==> config.mk <==
export PLATFORM = sky130hd
export DESIGN_NAME = pipeline_ctrl
export DESIGN_NICKNAME = d
export VERILOG_FILES = /design/src/rtl/pipeline_ctrl_pkg.sv /design/src/rtl/pipeline_ctrl_hazard_detect.sv /design/src/rtl/pipeline_ctrl.sv
export SDC_FILE = /design/constraint.sdc
export NUM_CORES = 1
export LEC_CHECK = 0
export CORE_ASPECT_RATIO = 1.25
export CORE_MARGIN = 2
export CORE_UTILIZATION = 40
export CTS_BUF_LIST = sky130_fd_sc_hd__clkbuf_16
export DETAILED_ROUTE_END_ITERATION = 10
export PLACE_DENSITY = 0.84
export SLEW_MARGIN = 25
export SYNTH_ARGS = -nofsm -noshare
export SYNTH_HDL_FRONTEND = slang
export SYNTH_SLANG_ARGS = --single-unit
export TNS_END_PERCENT = 10
==> constraint.sdc <==
create_clock -name clk -period 7.55 [get_ports clk]
set_clock_uncertainty 0.2 [all_clocks]
set_input_delay 2.265 -clock clk [delete_from_list [all_inputs] [get_ports clk]]
set_output_delay 2.265 -clock clk [all_outputs]
set_load 0.005 [all_outputs]
==> src/rtl/pipeline_ctrl_pkg.sv <==
// -----------------------------------------------------------------------------
// pipeline_ctrl_pkg
// Shared types and constants for the five-stage pipeline stall/flush sequencer.
//   ctrl_state_t : sequencer FSM states
//   STG_*        : bit index of each pipeline-register boundary in stall/flush
//                  ([0]=PC/IF_ID, [1]=ID_EX, [2]=EX_MEM, [3]=MEM_WB)
//   CTRL_*       : raw hold/bubble encodings per hazard class. Where a hold and
//                  a bubble overlap on one boundary, the bubble wins when the
//                  outputs are resolved (see resolve_stall).
// -----------------------------------------------------------------------------
package pipeline_ctrl_pkg;

  typedef enum logic [1:0] {
    RUN      = 2'd0,
    LU_STALL = 2'd1,
    BUSY     = 2'd2,
    FLUSH    = 2'd3
  } ctrl_state_t;

  localparam int STG_IF = 0;
  localparam int STG_ID = 1;
  localparam int STG_EX = 2;
  localparam int STG_WB = 3;

  localparam logic [3:0] CTRL_NONE          = 4'b0000;
  localparam logic [3:0] CTRL_BR_FLUSH      = 4'(1 << STG_IF);
  localparam logic [3:0] CTRL_LU_FLUSH      = 4'(1 << STG_ID);
  localparam logic [3:0] CTRL_LU_STALL      = 4'((1 << STG_IF) | (1 << STG_ID));
  localparam logic [3:0] CTRL_BUSY_FLUSH    = 4'(1 << STG_EX);
  localparam logic [3:0] CTRL_BUSY_STALL    = CTRL_LU_STALL | CTRL_BUSY_FLUSH;
  localparam logic [3:0] CTRL_MEM_STALL     = CTRL_BUSY_STALL | 4'(1 << STG_WB);
  localparam logic [3:0] CTRL_EXC_FLUSH     = CTRL_MEM_STALL;
  localparam logic [3:0] CTRL_POSTEXC_FLUSH = CTRL_LU_STALL;

  // A boundary that is bubbled this cycle must not also be held.
  function automatic logic [3:0] resolve_stall(input logic [3:0] stall_raw,
                                               input logic [3:0] flush_raw);
    return stall_raw & ~flush_raw;
  endfunction

endpackage

==> src/rtl/pipeline_ctrl_hazard_detect.sv <==
// -----------------------------------------------------------------------------
// hazard_detect
// Purely combinational load-use compare between the ID sources and the EX
// destination. Writes to x0 never create a hazard.
// Ports:
//   id_rs1_en/id_rs1_addr, id_rs2_en/id_rs2_addr : ID source operands
//   ex_rw_en/ex_rw_addr                          : EX destination
//   ex_is_load                                   : EX instruction is a load
//   load_use                                     : hazard present this cycle
// -----------------------------------------------------------------------------
module hazard_detect #(
  parameter int REG_ADDR_W = 5
) (
  input  logic                  id_rs1_en,
  input  logic [REG_ADDR_W-1:0] id_rs1_addr,
  input  logic                  id_rs2_en,
  input  logic [REG_ADDR_W-1:0] id_rs2_addr,
  input  logic                  ex_rw_en,
  input  logic [REG_ADDR_W-1:0] ex_rw_addr,
  input  logic                  ex_is_load,
  output logic                  load_use
);

  logic rs1_hit;
  logic rs2_hit;

  assign rs1_hit  = id_rs1_en & (id_rs1_addr == ex_rw_addr);
  assign rs2_hit  = id_rs2_en & (id_rs2_addr == ex_rw_addr);
  assign load_use = ex_is_load & ex_rw_en & (ex_rw_addr != '0) & (rs1_hit | rs2_hit);

endmodule

==> src/rtl/pipeline_ctrl.sv <==
// -----------------------------------------------------------------------------
// pipeline_ctrl
// Central stall/flush sequencer for the IF/ID/EX/MEM/WB core. Resolves, in
// fixed priority, exceptions > mem_busy > ex_busy > load-use > taken branch,
// and drives hold (stall) and bubble (flush) bits to the four pipeline
// register boundaries. Multi-cycle conditions are tracked by a small FSM with
// a busy watchdog.
//
// Optional build macro: PIPELINE_CTRL_PERF_EN adds the 32-bit wrapping
// counters stall_cycles and flush_events.
//
// Ports:
//   clk, rst (asynchronous, active-low)
//   id_rs1_en/addr, id_rs2_en/addr : ID source operands
//   ex_rw_en/addr, ex_is_load      : EX destination / load flag
//   ex_busy, mem_busy              : multi-cycle EX op / data memory wait
//   id_branch_taken                : taken branch/jump resolved in ID
//   except_valid                   : exception/ertn raised in MEM
//   stall[3:0], flush[3:0]         : hold/bubble per boundary
//   timeout_err                    : sticky busy-watchdog flag
//   stall_cycles, flush_events     : perf counters (macro builds only)
// -----------------------------------------------------------------------------
module pipeline_ctrl
  import pipeline_ctrl_pkg::*;
#(
  parameter int REG_ADDR_W       = 5,
  parameter int LOAD_USE_PENALTY = 1,
  parameter int BUSY_TIMEOUT     = 64
) (
  input  logic                  clk,
  input  logic                  rst,
  input  logic                  id_rs1_en,
  input  logic [REG_ADDR_W-1:0] id_rs1_addr,
  input  logic                  id_rs2_en,
  input  logic [REG_ADDR_W-1:0] id_rs2_addr,
  input  logic                  ex_rw_en,
  input  logic [REG_ADDR_W-1:0] ex_rw_addr,
  input  logic                  ex_is_load,
  input  logic                  ex_busy,
  input  logic                  mem_busy,
  input  logic                  id_branch_taken,
  input  logic                  except_valid,
  output logic [3:0]            stall,
  output logic [3:0]            flush,
  output logic                  timeout_err
`ifdef PIPELINE_CTRL_PERF_EN
  ,
  output logic [31:0]           stall_cycles,
  output logic [31:0]           flush_events
`endif
);

  localparam int BCNT_W = $clog2(BUSY_TIMEOUT + 1);
  localparam logic [BCNT_W-1:0] BCNT_MAX = BCNT_W'(BUSY_TIMEOUT);
  localparam logic [BCNT_W-1:0] BCNT_ONE = BCNT_W'(1);
  localparam logic [1:0]        LU_LOAD  = 2'(LOAD_USE_PENALTY - 1);

  ctrl_state_t       state, state_nx;
  logic [1:0]        lu_cnt, lu_cnt_nx;
  logic [BCNT_W-1:0] busy_cnt, busy_cnt_nx;
  logic              terr_set;
  logic              load_use;
  logic              any_busy;
  logic              wd_fire;
  logic [3:0]        stall_raw;
  logic [3:0]        flush_raw;

  function automatic logic [BCNT_W-1:0] sat_inc(input logic [BCNT_W-1:0] c);
    return (c == BCNT_MAX) ? c : c + BCNT_ONE;
  endfunction

  hazard_detect #(
    .REG_ADDR_W (REG_ADDR_W)
  ) u_hazard (
    .id_rs1_en   (id_rs1_en),
    .id_rs1_addr (id_rs1_addr),
    .id_rs2_en   (id_rs2_en),
    .id_rs2_addr (id_rs2_addr),
    .ex_rw_en    (ex_rw_en),
    .ex_rw_addr  (ex_rw_addr),
    .ex_is_load  (ex_is_load),
    .load_use    (load_use)
  );

  assign any_busy = ex_busy | mem_busy;
  // Watchdog fires on the cycle after BUSY_TIMEOUT consecutive busy cycles if
  // the unit is still busy; it then behaves exactly like an exception.
  assign wd_fire  = (state == BUSY) && any_busy && (busy_cnt == BCNT_MAX);

  always_comb begin
    state_nx    = state;
    lu_cnt_nx   = lu_cnt;
    busy_cnt_nx = busy_cnt;
    terr_set    = 1'b0;
    stall_raw   = CTRL_NONE;
    flush_raw   = CTRL_NONE;

    if (except_valid || wd_fire) begin
      flush_raw   = CTRL_EXC_FLUSH;
      state_nx    = FLUSH;
      lu_cnt_nx   = 2'd0;
      busy_cnt_nx = '0;
      terr_set    = wd_fire;
    end else begin
      case (state)
        // Fixed one-cycle slot after an exception: busy, load-use and branch
        // are all re-evaluated from RUN on the following cycle.
        FLUSH: begin
          flush_raw = CTRL_POSTEXC_FLUSH;
          state_nx  = RUN;
        end

        BUSY: begin
          if (mem_busy) begin
            stall_raw   = CTRL_MEM_STALL;
            busy_cnt_nx = sat_inc(busy_cnt);
          end else if (ex_busy) begin
            stall_raw   = CTRL_BUSY_STALL;
            flush_raw   = CTRL_BUSY_FLUSH;
            busy_cnt_nx = sat_inc(busy_cnt);
          end else begin
            // Release cycle: no hold at all, so only a branch can act here.
            state_nx    = RUN;
            busy_cnt_nx = '0;
            if (id_branch_taken) begin
              flush_raw = CTRL_BR_FLUSH;
            end
          end
        end

        LU_STALL: begin
          if (mem_busy || ex_busy) begin
            // Busy preempts the remaining load-use penalty.
            stall_raw   = mem_busy ? CTRL_MEM_STALL : CTRL_BUSY_STALL;
            flush_raw   = mem_busy ? CTRL_NONE : CTRL_BUSY_FLUSH;
            state_nx    = BUSY;
            busy_cnt_nx = BCNT_ONE;
            lu_cnt_nx   = 2'd0;
          end else begin
            stall_raw = CTRL_LU_STALL;
            flush_raw = CTRL_LU_FLUSH;
            lu_cnt_nx = lu_cnt - 2'd1;
            if (lu_cnt == 2'd1) begin
              state_nx = RUN;
            end
          end
        end

        default: begin
          if (mem_busy || ex_busy) begin
            stall_raw   = mem_busy ? CTRL_MEM_STALL : CTRL_BUSY_STALL;
            flush_raw   = mem_busy ? CTRL_NONE : CTRL_BUSY_FLUSH;
            state_nx    = BUSY;
            busy_cnt_nx = BCNT_ONE;
          end else if (load_use) begin
            stall_raw = CTRL_LU_STALL;
            flush_raw = CTRL_LU_FLUSH;
            if (LOAD_USE_PENALTY > 1) begin
              state_nx  = LU_STALL;
              lu_cnt_nx = LU_LOAD;
            end
          end else if (id_branch_taken) begin
            flush_raw = CTRL_BR_FLUSH;
          end
        end
      endcase
    end
  end

  // Reset forces a full flush combinationally, without waiting for a clock.
  always_comb begin
    if (!rst) begin
      stall = CTRL_NONE;
      flush = CTRL_EXC_FLUSH;
    end else begin
      stall = resolve_stall(stall_raw, flush_raw);
      flush = flush_raw;
    end
  end

  // ---- state / counter registers ----
  always_ff @(posedge clk or negedge rst) begin
    if (!rst) begin
      state       <= RUN;
      lu_cnt      <= 2'd0;
      busy_cnt    <= '0;
      timeout_err <= 1'b0;
    end else begin
      state    <= state_nx;
      lu_cnt   <= lu_cnt_nx;
      busy_cnt <= busy_cnt_nx;
      if (terr_set) begin
        timeout_err <= 1'b1;
      end
    end
  end

`ifdef PIPELINE_CTRL_PERF_EN
  logic flush0_q;

  // ---- performance counters ----
  always_ff @(posedge clk or negedge rst) begin
    if (!rst) begin
      stall_cycles <= '0;
      flush_events <= '0;
      flush0_q     <= 1'b1;
    end else begin
      flush0_q <= flush[STG_IF];
      if (|stall) begin
        stall_cycles <= stall_cycles + 32'd1;
      end
      if (flush[STG_IF] && !flush0_q) begin
        flush_events <= flush_events + 32'd1;
      end
    end
  end
`endif

endmodule

==> flow_summary.rst, run 1 <==
.. list-table::
   :header-rows: 1

   * - Metric
     - Value
   * - Outcome
     - complete, no violations
   * - CP Cell Sequence
     - clkdlybuf4s50_1 > nor2_1 > nor4b_4 > nor2_1 > inv_1 > nor3_1 > clkdlybuf4s50_1
   * - CP startpoint kind
     - input pin
   * - Number of violations reported at the end of detailed-routing iteration 0
     - 25
   * - Number of resized instances in the post-cts repair step
     - 0
   * - Number of buffer and inverter stages on the critical path
     - 3
   * - Global placer's final weighted congestion
     - 0.8424
   * - Fraction of the yosys area taken by sequential cells
     - a little over 30%
   * - Initial core utilization
     - 43.17%
   * - Number of hold buffers added after CTS
     - 0
   * - GRT Total Usage
     - about a fifth
   * - Worst Path Max Fanout
     - 7
   * - Clock tree from TritonCTS
     - built
   * - Critical path data required time
     - slightly above 5000 ps
   * - Yosys warning count
     - 0
   * - Sink count of the clock tree
     - 12
   * - Filler cell count
     - just over 200
   * - Worst rel slew slack
     - between 50% and 60%
   * - Global-route wire length before repair
     - between 4 and 5 mm
   * - Number of nets with antenna violations after detailed routing
     - 0
   * - Beginning of the worst register-to-register path
     - busy_cnt[0]$_DFFE_PN0P_
   * - Layout Area Growth over Synthesis
     - 46.30%
   * - Net count after synthesis
     - about 140
   * - Final setup violation count
     - 0
   * - Crit path kind
     - in -> out
   * - Top cells by area in the synthesized netlist
     - dfrtp_1, xor2_1, nand3_1
   * - Worst R2R End
     - lu_cnt[1]$_DFFE_PN0P_
   * - Final nets
     - about 180
   * - Critical path startpoint
     - mem_busy
   * - Most common cell after layout, fill and taps aside
     - clkdlybuf4s50_1
   * - Final clock period utilization by the worst path
     - 90.03%
   * - Register-to-register setup slack
     - ~5400 ps
   * - Post-CTS Repair Setup Buffers
     - 0
   * - Sort of element at the end of the critical path
     - output port
   * - Final-report max-slew violation count
     - 0
   * - Inserted Clock Buffers
     - 3
   * - Shortest period the worst path allows
     - between 6000 and 7000 ps
   * - Top Ports
     - 34
   * - Die Span Y
     - between 50 and 60 um
   * - Pin count of the biggest net entering global routing
     - 14
   * - Max-capacitance violation count
     - 0
   * - Hold depth
     - 1
   * - Number of distinct library cells after synthesis
     - 39
   * - Via count of the first global-routing pass
     - around 1000
   * - Leakage component of the power
     - roughly 0.56 nW
   * - Number of instances in the synthesized netlist
     - around 110
   * - Worst-path cell with the longest stage delay
     - clkdlybuf4s50_1
   * - Post-detailed-routing wire length
     - between 2 and 3 mm
   * - Layout cell share with drive strength beyond 1
     - 6.164%
   * - Power density over cell area
     - about 150 nW/um^2
   * - Width of the die
     - between 40 and 50 um
   * - Overall die area
     - ~2800 um^2
   * - Clk_lat worst skew
     - ~240 ps
   * - Summed instance area of the synthesized netlist
     - between 900 and 1000 um^2
   * - Critical Path Max Stage Delay
     - 530 ps
   * - Top library cells by usage in the layout, fill and taps aside
     - clkdlybuf4s50_1, dfrtp_1, nand2_1, xor2_1, nand3_1
   * - Data arrival time of the critical path
     - 4330 ps
   * - Sum of negative setup slack
     - 0 ps
   * - DR vias
     - around 1000
   * - Top FF cell, synth
     - dfrtp_1
   * - Largest area contributor in the netlist
     - dfrtp_1
   * - Number of remaining DRC errors
     - 0
   * - Area of the core
     - about 2200 um^2
   * - Setup repair after global routing missed its margin
     - false
   * - Fraction of registers with async set or reset after synthesis
     - 100.0%
   * - HPWL reported at the end of detailed placement
     - between 2 and 2.5 mm
   * - Number of enable flip-flop cells after synthesis
     - 0
   * - Peak clock frequency supported by timing
     - between 100 and 150 MHz
   * - Clock Tree Root
     - clkbuf_16
   * - Final antenna diode count
     - 0
   * - Worst Reg-to-Reg Cells
     - 5
   * - Hold Vio Cnt, Final
     - 0
   * - Stages on worst setup path
     - 7
   * - Transition time at the pin with the least slew margin
     - 656.3 ps
   * - Highest ir drop seen on vdd
     - 0.1373 mV
   * - Worst Hold Class
     - reg -> reg
   * - Kind of cell adding the most delay to the critical path
     - buffers and inverters
   * - End point of the critical path
     - stall[1]
   * - Count of input and output buffers
     - 33
   * - Clock transition at path regs
     - around 40 ps
   * - Post-synth top area share
     - between 30% and 40%
   * - Number of antenna violations at the first check in global routing
     - 0
   * - Routed via count divided by cell count
     - ~5.7
   * - Iteration count of the initial detailed-routing pass
     - 4
   * - Count of state elements after synthesis
     - 12
   * - Final routed wire length divided by cell count
     - 15.00 um
   * - Mean instance size in the synthesized netlist
     - around 8.7 um^2
   * - Power, Total
     - ~0.21 mW
   * - Total number of H-tree levels
     - 1
   * - Clock Tree Buf Depth
     - 2
   * - GR Overflow Total
     - 0
   * - Rows
     - 19
-- routing by layer --
| layer | global-route usage, % | wire, um |
|---|---|---|
| met1 | 24.71 | 1070 |
| met4 | 10.81 | 63 |
| met5 | 0 | 0 |
| met2 | 35.62 | 1298 |
| met3 | 3.374 | 222 |
-- where the power goes --
group / internal [mW] / switching (mW) / leakage, nW
combinational: 0.0246 / 0.0200 / 0.363
sequential: 0.0667 / 0.00280 / 0.160
clock: 0.0697 / 0.0280 / 0.0385
total: 0.161 / 0.0508 / 0.561
-- area by class of cell --
cell class	instances	area, um^2	area share [%]
repair buffers	34	337.8	23.94
flip-flops and latches	12	300.3	21.28
well taps	31	38.79	2.748
clock buffers	3	75.07	5.319
inverters	7	26.28	1.862
clock inverters	1	3.754	0.2660
multi-input cells	89	629.4	44.59
-- state kept, by name, indices dropped and copies added, names as in the netlist --
| signal | flops |
|---|---|
| busy_cnt | 7 |
| lu_cnt | 2 |
| state | 2 |
| timeout_err | 1 |
-- kinds of logic after synthesis --
| group | after synthesis | share of synthesized area (%) |
|---|---|---|
| simple gates | 48 | 29.57 |
| compound gates | 25 | 19.20 |
| flops | 12 | 31.13 |
| xor+xnor | 11 | 9.988 |
| buf+inv | 10 | 4.151 |
| fa+ha+maj | 3 | 3.891 |
| mux | 2 | 2.075 |
-- synth_stat cells, types with 2 or more instances --
| library cell | number |
|---|---|
| and3_1 | 2 |
| or3_1 | 2 |
| nor2_1 | 6 |
| inv_1 | 7 |
| a2111oi_0 | 2 |
| dfrtp_1 | 12 |
| a21oi_1 | 4 |
| o21ai_0 | 4 |
| o2111ai_1 | 2 |
| buf_2 | 2 |
| xnor2_1 | 2 |
| nor3_1 | 6 |
| nand2b_1 | 3 |
| a31oi_1 | 2 |
| nand2_1 | 9 |
| nor4_1 | 3 |
| nand3_1 | 8 |
| xor2_1 | 9 |
| nand3b_1 | 2 |
| mux2i_1 | 2 |
| ha_1 | 3 |
| a32o_1 | 2 |
-- worst min path at each step --
stage | start | to
after CTS | timeout_err$_DFFE_PN0P_ | timeout_err$_DFFE_PN0P_
after floorplan | timeout_err$_DFFE_PN0P_ | timeout_err$_DFFE_PN0P_
after detailed placement | timeout_err$_DFFE_PN0P_ | timeout_err$_DFFE_PN0P_
after global placement | timeout_err$_DFFE_PN0P_ | timeout_err$_DFFE_PN0P_
final | timeout_err$_DFFE_PN0P_ | timeout_err$_DFFE_PN0P_
after global routing | timeout_err$_DFFE_PN0P_ | timeout_err$_DFFE_PN0P_
-- metrics by stage --
step	hold slack, ps	cell area, um^2	setup slack (ps)	cells	utilization (%)
finish	264.5	1411	752.9	177	63.16
global placement	250.0	1328	803.5	173	59.41
floorplan	259.0	964.7	1852	111	-
detailed placement	257.4	1328	767.4	173	59.41
CTS	267.0	1406	768.0	177	62.93
global route	277.7	1411	532.3	177	63.16
(Power assumes the default switching activity.)
==> run 2, diff against run 1 <==
--- a/config.mk
+++ b/config.mk
@@ -11,6 +11,7 @@
 export CTS_BUF_LIST = sky130_fd_sc_hd__clkbuf_16
 export DETAILED_ROUTE_END_ITERATION = 10
 export PLACE_DENSITY = 0.84
+export RECOVER_POWER = 50
 export SLEW_MARGIN = 25
 export SYNTH_ARGS = -nofsm -noshare
 export SYNTH_HDL_FRONTEND = slang
==> run 2 against run 1 <==
Net effect: utilization unchanged; combinational power about the same; sequential share of layout area unchanged; worst setup slack got worse by 120 ps; cell count unchanged; worst hold slack got worse by 5.7 ps; clock power about the same; sequential cell count unchanged; first-iteration DRC count unchanged; critical path depth unchanged; critical endpoint unchanged.
==> flow_summary.rst, run 2 (synthesis gave the netlist of run 1 again) <==
.. list-table::
   :header-rows: 1

   * - Metric
     - Value
   * - Leakage component of the power
     - around 0.57 nW
   * - Clock tree from TritonCTS
     - built
   * - Clock Tree Buf Depth
     - 2
   * - GR Overflow Total
     - 0
   * - Outcome
     - complete, no violations
   * - Highest ir drop seen on vdd
     - 0.1372 mV
   * - Routed via count divided by cell count
     - 5.695
   * - Setup repair after global routing missed its margin
     - false
   * - Crit path kind
     - in -> out
   * - Final routed wire length divided by cell count
     - 15.00 um
   * - Worst rel slew slack
     - a little under three fifths
   * - Rows
     - 19
   * - Number of flip-flops under the largest register name
     - 7
   * - Number of resized instances in the post-cts repair step
     - 0
   * - Sum of negative setup slack
     - 0 ps
   * - Peak clock frequency supported by timing
     - 144.6 MHz
   * - CP startpoint kind
     - input pin
   * - Clock transition at path regs
     - around 40 ps
   * - Data arrival time of the critical path
     - approximately 4500 ps
   * - Clock power share
     - between 40 and 50%
   * - Switching portion of total power
     - between 20% and 30%
   * - Hold Vio Cnt, Final
     - 0
   * - Transition time at the pin with the least slew margin
     - roughly 660 ps
   * - Power density over cell area
     - roughly 150 nW/um^2
   * - Pin count of the biggest net entering global routing
     - 14
   * - Final nets
     - 175
   * - Count of input and output buffers
     - 33
   * - Largest registers ranked by flip-flop count
     - busy_cnt x7, lu_cnt x2, state x2
   * - Fraction of power consumed by combinational cells
     - a little over a fifth
   * - Critical path data required time
     - between 5000 and 6000 ps
   * - Sort of element at the end of the critical path
     - output port
   * - DR vias
     - about 1000
   * - Worst Hold Class
     - reg -> reg
   * - Final setup violation count
     - 0
   * - Layout cell share with drive strength beyond 1
     - under 10%
   * - Area of the core
     - 2235 um^2
   * - Top library cells by usage in the layout, fill and taps aside
     - clkdlybuf4s50_1, dfrtp_1, nand2_1, xor2_1, nand3_1
   * - Final antenna diode count
     - 0
   * - GRT Total Usage
     - a little over a fifth
   * - Post-detailed-routing wire length
     - 2.655 mm
   * - Largest register by flop count
     - busy_cnt
   * - Sink count of the clock tree
     - 12
   * - Global-route wire length before repair
     - approximately 4.3 mm
   * - Max-capacitance violation count
     - 0
   * - Final clock period utilization by the worst path
     - roughly 92%
   * - Shortest period the worst path allows
     - 6917 ps
   * - Inserted Clock Buffers
     - 3
   * - Number of nets with antenna violations after detailed routing
     - 0
   * - Iteration count of the initial detailed-routing pass
     - 4
   * - Die Span Y
     - ~59 um
   * - Number of hold buffers added after CTS
     - 0
   * - Initial core utilization
     - a little over two fifths
   * - Clk_lat worst skew
     - 240 ps
   * - Total number of H-tree levels
     - 1
   * - Post-CTS Repair Setup Buffers
     - 0
   * - Width of the die
     - ~48 um
   * - Layout Area Growth over Synthesis
     - 46.30%
   * - NetSw
     - a little over 0.05 mW
   * - HPWL reported at the end of detailed placement
     - 2.073 mm
   * - Overall die area
     - about 2800 um^2
   * - Core utilization of the finished layout
     - a little over three fifths
   * - Proportion of power drawn by flip-flops and latches
     - around 33%
   * - Most common cell after layout, fill and taps aside
     - clkdlybuf4s50_1
   * - Internal cell power
     - ~0.16 mW
   * - Via count of the first global-routing pass
     - 980
   * - Number of violations reported at the end of detailed-routing iteration 0
     - 25
   * - Number of antenna violations at the first check in global routing
     - 0
   * - Final-report max-slew violation count
     - 0
   * - Worst Path Max Fanout
     - 7
   * - Clock Tree Root
     - clkbuf_16
   * - Global placer's final weighted congestion
     - 0.8424
   * - Number of remaining DRC errors
     - 0
   * - Top Ports
     - 34
-- run 2: cell types whose count changed in the layout (fill, tap and decap cells not counted) --
cell,previous run,this run
clkdlybuf4s50_1,33,30
dlygate4sd3_1,0,3
-- run 2: path summary, 6_finish.rpt --
path	endpoint	cells after the start	slack, ps	start
worst max-delay path	stall[1]	7	630	mem_busy
worst min-delay path	timeout_err$_DFFE_PN0P_	1	260	timeout_err$_DFFE_PN0P_
worst max register to register	lu_cnt[1]$_DFFE_PN0P_	5	5390	busy_cnt[0]$_DFFE_PN0P_
worst min register to register	timeout_err$_DFFE_PN0P_	1	260	timeout_err$_DFFE_PN0P_
max in group asynchronous	lu_cnt[1]$_DFFE_PN0P_	2	4790	rst
min in group asynchronous	busy_cnt[5]$_DFFE_PN0P_	2	2200	rst
-- run 2: per-stage QoR --
stage | worst slack [ps] | cells | hold WS, ps | instance area [um^2] | power, mW
4_1_cts | 768.0 | 177 | 267.0 | 1406 | 0.2131
6_report | 633.2 | 177 | 258.8 | 1411 | 0.2116
2_1_floorplan | 1852 | 111 | 259.0 | 964.7 | 0.08927
3_5_place_dp | 767.4 | 173 | 257.4 | 1328 | 0.1147
5_1_grt | 421.8 | 177 | 272.5 | 1411 | 0.2212
3_3_place_gp | 803.5 | 173 | 250.0 | 1328 | 0.1127
-- run 2: critical path: stages --
cell and delay, ps:
dlygate4sd3_1 600, nor2_1 450, nor4b_4 120, nor2_1 210, inv_1 80, nor3_1 190
clkdlybuf4s50_1 530
-- run 2: cell type report --
class,count,area (um^2)
clock buffer,3,75.07
timing repair buffer,34,337.8
tap,31,38.79
fill,205,823.3
inverter,7,26.28
multi-input combinational,89,629.4
sequential,12,300.3
clock inverter,1,3.754
-- run 2: power groups by stage --
stage                     clock (mW)  sequential, mW  combinational, mW
final                         0.0977          0.0695             0.0445
after global routing           0.102          0.0699             0.0489
after CTS                     0.0989          0.0695             0.0446
after detailed placement           0          0.0704             0.0442
after global placement             0          0.0702             0.0425
after floorplan                    0          0.0696             0.0197
-- run 2: metal layers --
layer / up-vias / part of all wire (%) / track usage (%)
met5: - / 0 / 0
met4: 0 / 2.4 / 10.81
met3: 7 / 8.7 / 3.374
met2: 41 / 49 / 35.62
met1: 471 / 40 / 24.71
li1: 489 / - / -
==> run 3, diff against run 2 <==
--- a/config.mk
+++ b/config.mk
@@ -10,6 +10,7 @@
 export CORE_UTILIZATION = 40
 export CTS_BUF_LIST = sky130_fd_sc_hd__clkbuf_16
 export DETAILED_ROUTE_END_ITERATION = 10
+export HOLD_SLACK_MARGIN = 0.08
 export PLACE_DENSITY = 0.84
 export RECOVER_POWER = 50
 export SLEW_MARGIN = 25
==> results of run 3 <==
Final layout, timing and power as in run 2 (identical DEF).
